<file path="config.mk">
export PLATFORM = sky130hd
export DESIGN_NAME = pipeline_hazard_ctrl
export DESIGN_NICKNAME = d
export VERILOG_FILES = /design/src/rtl/pipeline_hazard_ctrl.sv
export SDC_FILE = /design/constraint.sdc
export NUM_CORES = 1
export LEC_CHECK = 0
export ABC_CLOCK_PERIOD_IN_PS = 2700
export BUFFER_PORTS_ARGS = -buffer_cell sky130_fd_sc_hd__buf_2
export CAP_MARGIN = 25
export CORE_MARGIN = 2
export CORE_UTILIZATION = 40
export CTS_BUF_LIST = sky130_fd_sc_hd__clkbuf_4
export DETAILED_ROUTE_END_ITERATION = 10
export GPL_ROUTABILITY_DRIVEN = 1
export GPL_TIMING_DRIVEN = 0
export HOLD_SLACK_MARGIN = 0.02
export PLACE_DENSITY_LB_ADDON = 0.1
export SYNTH_ARGS = -nofsm -noshare
export SYNTH_HDL_FRONTEND = slang
export SYNTH_SLANG_ARGS = --single-unit
export TNS_END_PERCENT = 10
</file>
<file path="constraint.sdc">
create_clock -name clk -period 2.7 [get_ports clk]
set_clock_uncertainty 0.05 [all_clocks]
set_input_delay 0.54 -clock clk [delete_from_list [all_inputs] [get_ports clk]]
set_output_delay 0.54 -clock clk [all_outputs]
set_load 0.01 [all_outputs]
</file>
<file path="src/rtl/pipeline_hazard_ctrl.sv">
// pipeline_hazard_ctrl: stall/flush scheduler for the 5-stage pipeline
// Covers load-use bubbles, taken-branch squash, dmem freeze with timeout, and saturating perf counters.
module pipeline_hazard_ctrl #(
    parameter int WAIT_TIMEOUT = 255,
    parameter int CNT_W = 16
) (
    input  logic             clk,
    input  logic             reset,
    input  logic [4:0]       rs1ID,
    input  logic [4:0]       rs2ID,
    input  logic             useRs1ID,
    input  logic             useRs2ID,
    input  logic [4:0]       rdEX,
    input  logic             lwEX,
    input  logic             branchTakenEX,
    input  logic             memReq,
    input  logic             memReady,
    output logic             pcEn,
    output logic             ifidEn,
    output logic             idexEn,
    output logic             exmemEn,
    output logic             memwbEn,
    output logic             ifidFlush,
    output logic             idexFlush,
    output logic             memError,
    output logic [CNT_W-1:0] stallCnt,
    output logic [CNT_W-1:0] flushCnt
);
    typedef enum logic [1:0] {RUN, MEM_WAIT, HALT} state_t;
    state_t state, state_next;
    logic [7:0] wait_cnt, wait_next;
    logic mem_stall, load_use, stall_inc;
    assign mem_stall = memReq & ~memReady;
    assign load_use = lwEX & (rdEX != 5'd0) &
                      ((useRs1ID & (rs1ID == rdEX)) | (useRs2ID & (rs2ID == rdEX)));
    assign stall_inc = (state != HALT) & ~pcEn;
    always_comb begin
        {pcEn, ifidEn, idexEn, exmemEn, memwbEn, ifidFlush, idexFlush} = 7'b0;
        state_next = state;
        wait_next = wait_cnt;
        // A branch held in EX during a freeze keeps requesting, so it flushes once on release.
        if (!reset && state != HALT && !mem_stall) begin
            {idexEn, exmemEn, memwbEn} = 3'b111;
            pcEn = branchTakenEX | ~load_use;
            ifidEn = branchTakenEX | ~load_use;
            ifidFlush = branchTakenEX;
            idexFlush = branchTakenEX | load_use;
        end
        case (state)
            RUN: begin
                if (mem_stall) begin
                    state_next = MEM_WAIT;
                    wait_next = 8'd1;
                end
            end
            MEM_WAIT: begin
                if (memReady) begin
                    state_next = RUN;
                    wait_next = 8'd0;
                end else if (wait_cnt == 8'(WAIT_TIMEOUT)) begin
                    state_next = HALT;
                end else begin
                    wait_next = wait_cnt + 8'd1;
                end
            end
            default: ;
        endcase
    end
    always_ff @(posedge clk or posedge reset) begin
        if (reset) begin
            state <= RUN;
            wait_cnt <= 8'd0;
            memError <= 1'b0;
            stallCnt <= '0;
            flushCnt <= '0;
        end else begin
            state <= state_next;
            wait_cnt <= wait_next;
            if (state_next == HALT) memError <= 1'b1;
            if (stall_inc && stallCnt != '1) stallCnt <= stallCnt + CNT_W'(1);
            if (ifidFlush && flushCnt != '1) flushCnt <= flushCnt + CNT_W'(1);
        end
    end
endmodule

</file>
======== Word level (Yosys, flattened, before mapping) ========
Cells that the tools add are included.
word-level totals
  input bits .............................. 23
  output and inout port bits .............. 40
  logic and storage cells ................. 52
  flip-flop bits (word level) ............. 43
cells by class
  bitwise operators ....................... 12
  reductions and logical operators ........ 10
  equal/unequal tests ..................... 10
  muxes and demuxes ....................... 12
  add/sub/neg operators ................... 3
operators by type and width
  kind                                           number
  adder 16 x 1 -> 16 bit, second input constant  2
  != test 16 bit, second input constant          2
  two-way mux 8 bit                              3
  one-hot mux 8 bit (2 select lines)             1
  == test 5 bit                                  2
  adder 8 x 1 -> 8 bit, second input constant    1
  == test 8 bit, second input constant           1
  AND 1 bit                                      6
  two-way mux 2 bit                              3
  nonzero test 5 bit                             1
  logical AND 1 bit                              4
  two-way mux 1 bit                              4
  != test 2 bit, second input constant           2
  one-hot mux 2 bit (2 select lines)             1
  != test 3 bit, second input constant           1
  NOT 1 bit                                      3
  bitwise OR 1 bit                               3
  AND reduction 3 bit                            1
  == test 2 x 1 -> 1 bit, second input constant  1
  == test 2 bit, second input constant           1
  logical NOT 1 bit                              2
  logical NOT 2 bit                              1
  nonzero test 2 bit                             1

======== Logic depth before layout (Yosys ltp) ========
  depth in word-level cells ............... 10
  gate-level depth with buffers ........... 9

======== Worst setup path after synthesis ========
OpenSTA, ideal clock, no wires.
  path type ............................... in2out
  start ................................... input port rdEX[1]
  end ..................................... output port pcEn
  path slack .............................. 0.419 ns
  arrival ................................. 1.691 ns
  data required time ...................... 2.110 ns
  path buffers ............................ 1
  stages .................................. 6
  cells stage by stage .................... xnor2_1 > nand4_1 > o22ai_1 > nand2b_1 > o21a_1 > buf_4
on the way
  word-level cells in the longest chain between the ends .. 7
ends and longest elaborated chain
  what                 RTL line  text
  start: declaration   13        input logic [4:0] rdEX,
  == test 5 bit        35        ((useRs1ID & (rs1ID == rdEX)) | (useRs2ID & (rs2ID == rdEX)));
  AND 1 bit            35
  bitwise OR 1 bit     35
  AND 1 bit *          34        assign load_use = lwEX & (rdEX != 5'd0) &
  NOT 1 bit *          --
  bitwise OR 1 bit *   --
  two-way mux 1 bit *  --
  end: declaration     18        output logic pcEn,
Mark *: on every way between the ends. The rest lies on a longest branch, timed or not.

======== Worst setup path in the final report ========
  start ................................... input port rdEX[2]
  end ..................................... output port pcEn
on the way
  word-level cells in the longest chain between the ends .. 7
ends and longest elaborated chain
  what                 RTL line  text
  == test 5 bit        35
  AND 1 bit            35
  bitwise OR 1 bit     35
  AND 1 bit *          34
  NOT 1 bit *          44        pcEn = branchTakenEX | ~load_use;
  bitwise OR 1 bit *   44
  two-way mux 1 bit *  42        if (!reset && state != HALT && !mem_stall) begin
Marked as above.

==> flow_metrics.env <==
export IMPL_outcome="finished clean"
export IMPL_ff2ff_path_depth=6
export IMPL_dp_cells=367
export IMPL_min_path_type="in -> async"
export IMPL_drtIter0Drc=68
export IMPL_path_class="in -> out"
export IMPL_final_setup_viol_count=0
export IMPL_num_fill_cells=564
export IMPL_grt_use_met3_pct=3.89
export IMPL_dieWidth_um=81.1
export IMPL_grt_overflow=0
export IMPL_drive_gt1_share_pct=33.0
export IMPL_design_portCount=63
export IMPL_floorplan_rows=28
export IMPL_async_flop_share_pct=100
export IMPL_cp_num_cells=8
export IMPL_wl_mm=5.04
export IMPL_yosysSeqAreaShare_pct=45.2
export IMPL_synthCells=229
export IMPL_cpMaxStageDelayCell="o22ai_2"
export IMPL_startpoint_type="input pin"
export IMPL_fp_dieArea_sq_mm=0.00658
export IMPL_worstSetupEndpointType="output pin"
export IMPL_clkPwrFrac_pct=20.0
export IMPL_cts_sinks=43
export IMPL_fp_dieH_um=81.1
export IMPL_clk_insertion_delay_late_ns=0.36
export IMPL_syn_num_nets=255
export IMPL_drc=0
export IMPL_rsz0062_at_grt="false"
export IMPL_detail_route_wl_per_cell_um=13.4
export IMPL_p_per_area_mw_per_mm2=578
export IMPL_yosysWarnings=0
export IMPL_grt_busiest_layer="met2"
export IMPL_critPathRequiredTime_ns=2.11
export IMPL_synth_avg_cell_area_sq_um=10.4
export IMPL_met2_usage_pct=26.1
export IMPL_viasPerCell=5.07
export IMPL_ys_ff_latch=43
export IMPL_crit_arrival_ns=1.93
export IMPL_syn_to_final_growth_pct=20.8
export IMPL_maxSlewHeadroom_pct=66.1
export IMPL_synth_edf_count=0
export IMPL_dp_hpwl_mm=3.83
export IMPL_syn_cell_area_sq_mm=0.00238
export IMPL_place_area_sq_mm=0.00281
export IMPL_synth_top_flop_cell="dfrtp_1"
export IMPL_final_antenna_net_count=0
export IMPL_firstDrtPassIters=4
export IMPL_peakVddDrop_mv=0.401
export IMPL_seq_power_share_pct=52.3
export IMPL_htreeDepth=2
export IMPL_first_global_vias=1775
export IMPL_timing_final_crit_share_pct=93.3
export IMPL_path_max_fanout=4
export IMPL_grt_pass1_wl_mm=8.14
export IMPL_cts_buffers=5
export IMPL_path_cells="buf_2 -> xnor2_1 -> nand4_1 -> o22ai_2 -> nand2b_1 -> o21a_1 -> buf_4 -> buf_2"
export IMPL_crit_family="compound AO/OA/AOI/OAI gates"
export IMPL_portBuffers=62
export IMPL_cp_buffers_inverters=3
export IMPL_p_comb_share_pct=27.8
export IMPL_vias=1901
export IMPL_synth_top_area_cell="dfrtp_1"
export IMPL_start_util_pct=40.9
export IMPL_grt_start_max_net_pins=24
export IMPL_p_leak_nw=1.42
export IMPL_grtUsageTotal_pct=16.0
export IMPL_fin_nets=325
export IMPL_antenna_found_initial=0
export IMPL_cts_root_buf="clkbuf_4"
export IMPL_p_int_mw=1.10
export IMPL_final_cells=375
export IMPL_ys_top_cells_by_area="dfrtp_1, xnor2_1, xor2_1, nand2_1, nor2_1"
export IMPL_worst_pin_slew_ns=0.507
export IMPL_path_clk_slew_ns=0.13
export IMPL_max_cap_violations=0
export IMPL_clk_path_buf_depth=2
export IMPL_drv_slew=0
export IMPL_p_switching_uw=561
export IMPL_switching_share_pct=33.8
export IMPL_max_freq_mhz=397
export IMPL_finalHoldViolations=0
export IMPL_diodes=0
export IMPL_design_area_sq_mm=0.00287
export IMPL_crit_top_cell="buf_2"
export IMPL_use_met1_pct=20.9
export IMPL_min_period_ns=2.52
export IMPL_cpPeakStageDelay_ns=0.37
export IMPL_place_congestion=0.757
export IMPL_synthDominantCellAreaShare_pct=45.2
export IMPL_postCtsSetupRepairBufs=0
export IMPL_cts_tree="yes"
export IMPL_yosysUniqueCellTypes=52
export IMPL_coreArea_sq_mm=0.00582
## layer usage
metal,part of all wire [%],wire [um]
met1,48,2400
met2,45,2280
met3,5.9,295
met4,1.2,62
met5,0,0
## layout by cell type (no fill, tap or decap), types with 7 or more instances in the layout
cell type	synthesis	layout
nand2_1	20	20
nor2_1	15	15
o21ai_0	9	9
buf_2	2	64
xnor2_1	24	24
and3_1	8	8
xor2_1	13	13
nand3_1	10	10
nand4_1	8	8
clkbuf_4	0	7
dfrtp_1	43	43
## cells in the mapped netlist (3+ instances only)
| library cell | instances |
|---|---|
| nand2b_1 | 3 |
| a31oi_1 | 5 |
| xor2_1 | 13 |
| nor2_1 | 15 |
| nand3_1 | 10 |
| dfrtp_1 | 43 |
| inv_1 | 5 |
| ha_1 | 3 |
| buf_4 | 4 |
| xnor2_1 | 24 |
| and3_1 | 8 |
| nor3_1 | 6 |
| nand2_1 | 20 |
| a21oi_1 | 4 |
| nand3_2 | 4 |
| o21ai_0 | 9 |
| nand4_1 | 8 |
## cell families after synthesis
kind of cell,count (synthesis),synth area share (%)
buffers and inverters,12,2.95
AO/OA/AOI/OAI,38,12.0
AND/OR/NAND/NOR,92,22.6
multiplexers,4,2.00
flip-flops,43,45.2
adder cells (fa/ha/maj),3,1.58
XOR/XNOR,37,13.6
## layout make-up
cell class	instances	area (sq um)	share of cell area (%)
timing repair buffer	63	338	11.8
clock buffer	7	52.6	1.83
sequential	43	1080	37.4
tap	75	93.8	3.27
multi-input combinational	174	1240	43.1
inverter	5	18.8	0.653
clock inverter	1	5.00	0.174
buffer	7	51.3	1.78
## metrics by stage
stage / hold slack [ns] / utilization, % / setup TNS (ns) / worst slack [ns] / power, mW
after floorplan: 0.395 / - / 0 / 0.419 / 1.16
after global placement: 0.420 / 47.8 / 0 / 0.0345 / 1.34
after detailed placement: 0.417 / 48.3 / -0.0270 / -0.0270 / 1.35
after CTS: 0.201 / 49.4 / 0 / 0.158 / 1.68
after global routing: 0.217 / 49.4 / 0 / 0.104 / 1.78
final: 0.187 / 49.4 / 0 / 0.182 / 1.66
## flip-flops by register name, summed over array words and instances, names as in the netlist
register and count:
state 2, wait_cnt 8, stallCnt 16, flushCnt 16, memError 1
## final timing paths
check / from / to / slack (ns)
worst min register to register: wait_cnt[7] / wait_cnt[7] / 0.44
min in group clk: wait_cnt[7] / wait_cnt[7] / 0.44
worst max-delay path: rdEX[2] / pcEn / 0.18
worst min-delay path: reset / state[1] / 0.19
worst max register to register: wait_cnt[0] / wait_cnt[0] / 0.65
max in group asynchronous: reset / stallCnt[14] / 1.92
## power by group through the flow
stage	combinational, mW	sequential [mW]	clock [mW]
floorplan	0.250	0.908	0
global placement	0.455	0.881	0
detailed placement	0.468	0.880	0
CTS	0.471	0.869	0.343
global route	0.523	0.891	0.367
finish	0.462	0.868	0.332
## repair_timing
item                                    CTS  global route
endpoints found under the setup margin    1             0
resized for setup                         1             0
hold buffers                              0             0
Note: power is estimated with default switching activity, not from simulation.
